**src/rtl/timer_irq.sv**
```systemverilog
// ============================================================================
//  Module   : timer_irq
//  Function : Memory-mapped countdown timer that raises an interrupt on expiry.
//             Optional build macro TIMER_COUNT_WRITE_EN makes COUNT writable.
//  Revision : 1.0  initial release
// ============================================================================
`default_nettype none

module timer_irq #(
   parameter int CNT_W = 32
) (
   input  logic        clk,
   input  logic        reset,
   input  logic [31:2] Addr,
   input  logic        WE,
   input  logic [31:0] Din,
   output logic [31:0] Dout,
   output logic        IRQ
);

   typedef enum logic [1:0] {
      S_IDLE = 2'd0,
      S_LOAD = 2'd1,
      S_CNT  = 2'd2,
      S_INT  = 2'd3
   } state_t;

   localparam logic [1:0] c_ADDR_CTRL   = 2'd0;
   localparam logic [1:0] c_ADDR_PRESET = 2'd1;
   localparam logic [1:0] c_ADDR_COUNT  = 2'd2;
   localparam logic [1:0] c_MODE_PERIOD = 2'd1;

   state_t           r_state;
   state_t           w_state_nxt;
   logic             r_en;
   logic [1:0]       r_mode;
   logic             r_im;
   logic             r_flag;
   logic [CNT_W-1:0] r_preset;
   logic [CNT_W-1:0] r_count;
   logic [CNT_W-1:0] w_count_nxt;
   logic             w_flag_set;
   logic             w_flag_clr;
   logic             w_en_clr;
   logic             w_wr_ctrl;
   logic             w_wr_preset;
   logic             w_wr_count;
   logic [31:0]      w_preset_ext;
   logic [31:0]      w_count_ext;
   logic             w_unused_bits;

   assign w_wr_ctrl   = WE && (Addr[3:2] == c_ADDR_CTRL);
   assign w_wr_preset = WE && (Addr[3:2] == c_ADDR_PRESET);
`ifdef TIMER_COUNT_WRITE_EN
   assign w_wr_count  = WE && (Addr[3:2] == c_ADDR_COUNT);
`else
   assign w_wr_count  = 1'b0;
`endif
   assign w_unused_bits = ^{Addr[31:4], Din};

   assign IRQ = r_im & r_flag;

   // Next-state logic; a same-cycle CTRL write with EN=0 freezes COUNT at once.
   always_comb begin
      w_state_nxt = r_state;
      w_count_nxt = r_count;
      w_flag_set  = 1'b0;
      w_flag_clr  = 1'b0;
      w_en_clr    = 1'b0;
      case (r_state)
         S_IDLE: begin
            if (r_en) w_state_nxt = S_LOAD;
         end
         S_LOAD: begin
            w_count_nxt = r_preset;
            w_state_nxt = S_CNT;
         end
         S_CNT: begin
            if (!r_en || (w_wr_ctrl && !Din[0])) begin
               w_state_nxt = S_IDLE;
            end else if (r_count > CNT_W'(1)) begin
               w_count_nxt = r_count - CNT_W'(1);
            end else begin
               w_count_nxt = '0;
               w_flag_set  = 1'b1;
               w_state_nxt = S_INT;
            end
         end
         S_INT: begin
            if (r_mode == c_MODE_PERIOD) w_flag_clr = 1'b1;
            else                         w_en_clr   = 1'b1;
            w_state_nxt = S_IDLE;
         end
         default: w_state_nxt = S_IDLE;
      endcase
   end

   always_ff @(posedge clk) begin
      if (reset) begin
         r_state  <= S_IDLE;
         r_en     <= 1'b0;
         r_mode   <= 2'd0;
         r_im     <= 1'b0;
         r_flag   <= 1'b0;
         r_preset <= '0;
         r_count  <= '0;
      end else begin
         r_state <= w_state_nxt;
         r_count <= w_wr_count ? Din[CNT_W-1:0] : w_count_nxt;
         // Bus write to CTRL overrides the FSM clearing EN in the same cycle.
         if (w_wr_ctrl) begin
            r_en   <= Din[0];
            r_mode <= Din[2:1];
            r_im   <= Din[3];
         end else if (w_en_clr) begin
            r_en <= 1'b0;
         end
         if (w_wr_preset) r_preset <= Din[CNT_W-1:0];
         if (w_wr_ctrl || w_wr_preset || w_flag_clr) r_flag <= 1'b0;
         else if (w_flag_set)                        r_flag <= 1'b1;
      end
   end

   always_comb begin
      w_preset_ext = '0;
      w_count_ext  = '0;
      w_preset_ext[CNT_W-1:0] = r_preset;
      w_count_ext[CNT_W-1:0]  = r_count;
   end

   always_comb begin
      Dout = 32'd0;
      case (Addr[3:2])
         c_ADDR_CTRL:   Dout = {28'd0, r_im, r_mode, r_en};
         c_ADDR_PRESET: Dout = w_preset_ext;
         c_ADDR_COUNT:  Dout = w_count_ext;
         default:       Dout = 32'd0;
      endcase
   end

endmodule

`default_nettype wire

```
**config.mk**
```make
export PLATFORM = sky130hd
export DESIGN_NAME = timer_irq
export DESIGN_NICKNAME = d
export VERILOG_FILES = /design/src/rtl/timer_irq.sv
export SDC_FILE = /design/constraint.sdc
export NUM_CORES = 1
export LEC_CHECK = 0
export ABC_AREA = 1
export CAP_MARGIN = 5
export CORE_MARGIN = 3
export CORE_UTILIZATION = 48
export DETAILED_ROUTE_END_ITERATION = 16
export GPL_ROUTABILITY_DRIVEN = 0
export PLACE_DENSITY = 0.76
export SLEW_MARGIN = 20
export SYNTH_ARGS = -nofsm -noshare
export SYNTH_HDL_FRONTEND = slang
export SYNTH_SLANG_ARGS = --single-unit
```
**constraint.sdc**
```tcl
create_clock -name clk -period 2 [get_ports clk]
set_clock_uncertainty 0.2 [all_clocks]
set_input_delay 0.4 -clock clk [delete_from_list [all_inputs] [get_ports clk]]
set_output_delay 0.4 -clock clk [all_outputs]
set_load 0.01 [all_outputs]
```
==> impl_metrics.ini, run 1 <==
[outcome]
status = finished, final reports clean

[setup_path]
crit_arrival_ns = 1.34
end_kind = output pin
crit_fanout = 15
start_kind = primary input
required_ns = 1.40
rrSetupSlack_ns = 0.10
crit_start = Addr[2]
crit_end = Dout[27]
worstReg2RegStart = r_count[20]$_SDFFE_PP0P_
timing.rr.end = r_count[25]$_SDFFE_PP0P_
worstSetupPathType = primary input to output pin
ff2ff_path_depth = 9

[sta]
final.setup.tns_ns = 0
hold_viol = 0
worst-slew-pin-transition_ns = 0.4674
max_freq_ghz = 0.5142
maxSlewViolCount = 0
fin_crit_ns = 1.945
fin_ws_ns = 0.05509
setup_viol = 0
relSlewSlack_pct = 68.77
post-route-period-util_pct = 97.25

[synthesis]
syn_avg_cell_area_um2 = 6.657
netlist_instances = 615
synth_top_cell_by_area = dfxtp_1
mappedNetlistArea_mm2 = 0.004094
yosysTopAreaCellShare_pct = 34.72
synth.distinct_cells = 35
synthTopCellsByArea = dfxtp_1 35%, o21ai_0 8.3%, a21oi_1 8.2%
syn_nets = 682
ys.warnings.count = 0
ys_seq_elements = 71
synth_seq_area_share_pct = 34.72

[finish]
fillCellCount = 749
design_area_mm2 = 0.005283
finalNetCount = 776
diodes = 0
drive_gt1_share_pct = 19.13
area_growth_syn_to_layout_pct = 29.03
fin_cells = 816

[drt]
vias_per_cell = 5.585
routed_wirelength_mm = 12.61
vias = 4557
drt-pass1-iter-count = 5
drtAntennaViolNets = 0
post_drt_wl_per_cell_um = 15.45
route.detailed.drc = 0
initialDrtViolationCount = 367

[clocking]
clk_latency_ns = 0.36
path_clk_slew_ns = 0.06
cts.sinks = 71
numCtsBuffers = 9
root_buffer = clkbuf_8
cts_tree = built
htreeDepth = 3
cts_hold_buf = 0
clockBufferDepth = 2

[floorplanning]
pin_count = 98
die_w_um = 98.35
initial_utilization_pct = 49.58
rows = 33
die-area_mm2 = 0.009673
fp.dieH_um = 98.35
coreArea_mm2 = 0.008258

[min_path]
min_path_type = flop to flop

[global_routing]
grt_pass1_wl_mm = 20.51
antenna_found_initial = 0
grt_use_total_pct = 25.69
grt_pass1_vias = 4348
grt-ovfl-total = 0
grt_max_degree = 68

[place]
numPortBuffers = 69
dpl_cell_area_mm2 = 0.005102
place_ws_ns = -0.7418
hpwl_mm = 8.401
dpl.cell_count = 796

[power]
peakVddDrop_mv = 0.4700
total_power_mw = 4.516
power.density_mw_per_mm2 = 854.9
leakagePower_nw = 2.290

[flow_run]
cap_violations = 0
how the worst min path moves through the flow:
| stage | start | to | slack [ns] | depth (start not counted) |
|---|---|---|---|---|
| 6_report | r_preset[9]$_SDFFE_PP0P_ | r_preset[9]$_SDFFE_PP0P_ | 0.27 | 2 |
| 5_1_grt | r_preset[4]$_SDFFE_PP0P_ | r_preset[4]$_SDFFE_PP0P_ | 0.28 | 2 |
| 4_1_cts | r_preset[9]$_SDFFE_PP0P_ | r_preset[9]$_SDFFE_PP0P_ | 0.27 | 2 |
| 3_5_place_dp | r_preset[25]$_SDFFE_PP0P_ | r_preset[25]$_SDFFE_PP0P_ | 0.26 | 2 |
| 3_3_place_gp | r_preset[6]$_SDFFE_PP0P_ | r_preset[6]$_SDFFE_PP0P_ | 0.26 | 2 |
| 2_1_floorplan | r_preset[6]$_SDFFE_PP0P_ | r_preset[6]$_SDFFE_PP0P_ | 0.24 | 2 |
area by class of cell:
| cell class | instances | area (µm²) | area share (%) |
|---|---|---|---|
| Clock buffer | 12 | 165.2 | 3.126 |
| Sequential cell | 71 | 1423 | 26.93 |
| Inverter | 82 | 312.8 | 5.921 |
| Tap cell | 105 | 131.4 | 2.487 |
| Multi-Input combinational cell | 432 | 2272 | 43.01 |
| Clock inverter | 1 | 5.005 | 0.09474 |
| Timing Repair Buffer | 113 | 973.4 | 18.43 |
worst max-delay path: stages:
cell and delay, ns:
clkbuf_2 0.10, inv_2 0.07, nor2_4 0.16, clkinv_4 0.12
buf_16 0.18, o22ai_1 0.14, buf_2 0.17
cells in the mapped netlist (all sizes together):
cell	instances
clkbuf	22
nand2	86
o21bai	1
ha	2
nor3	2
o21ai	109
or2	3
xor2	8
dfxtp	71
and2	1
o32ai	1
buf	9
nand4	4
nor2	74
o22ai	25
a31oi	1
o211ai	2
o221ai	3
inv	82
a21oi	67
nand3	41
o2111ai	1
placed cells by master, fill, tap and decap left out, types with 23 or more instances in the layout:
cell type | synthesis | routed
a21oi_1 | 67 | 67
buf_2 | 0 | 33
buf_4 | 2 | 34
clkdlybuf4s50_1 | 0 | 34
dfxtp_1 | 71 | 70
inv_1 | 79 | 76
nand2_1 | 79 | 77
nand3_1 | 38 | 37
nor2_1 | 65 | 60
o21ai_0 | 68 | 66
o21ai_1 | 40 | 40
o22ai_1 | 25 | 23
stage by stage:
stage	util, %	hold slack [ns]
after floorplan	-	0.2358
after global placement	61.79	0.2566
after detailed placement	61.79	0.2600
after CTS	62.70	0.2714
after global routing	63.97	0.2827
final	63.97	0.2672
timing repair:
item                                    4_1_cts  5_1_grt
gates cloned                                  2        1
buffers inserted                              0        4
resized for setup                           147       19
pin swaps                                     1        2
endpoints found under the setup margin       67       55
where the power goes:
group	switching, mW	total, mW	leakage (nW)	internal (mW)
sequential	0.120	1.65	0.580	1.53
clock	0.532	1.06	0.0902	0.530
combinational	1.09	1.81	1.62	0.712
sequential cells by signal, indices dropped and copies added (netlist names):
signal	flops
r_preset	32
r_flag	1
r_en	1
r_state	2
r_im	1
r_count	32
r_mode	2
layer usage:
layer / global-route usage, % / part of all wire [%] / vias to the layer above
met5: 0 / 0 / -
met4: 7.773 / 2.0 / 0
met3: 5.643 / 8.0 / 24
met2: 43.47 / 48 / 203
met1: 32.72 / 42 / 2089
li1: - / - / 2241
logic make-up (layout without fill, tap and decap cells):
logic type / count (synthesis) / count (layout) / share of synthesized area, %
and+or+nand+nor: 211 / 212 / 23.93
AOI/OAI and AO/OA: 210 / 210 / 27.20
buffers and inverters: 113 / 208 / 11.83
DFF: 71 / 71 / 34.72
xor gates and xnor gates: 8 / 8 / 1.712
adders and majority gates: 2 / 2 / 0.6111
No activity file was read; power rests on OpenSTA's default activity.
==> run 2, diff against run 1 <==
CAP_MARGIN = unset   (was 5)
==> results of run 2 <==
No change in the layout: final DEF, timing and power equal those of run 1.
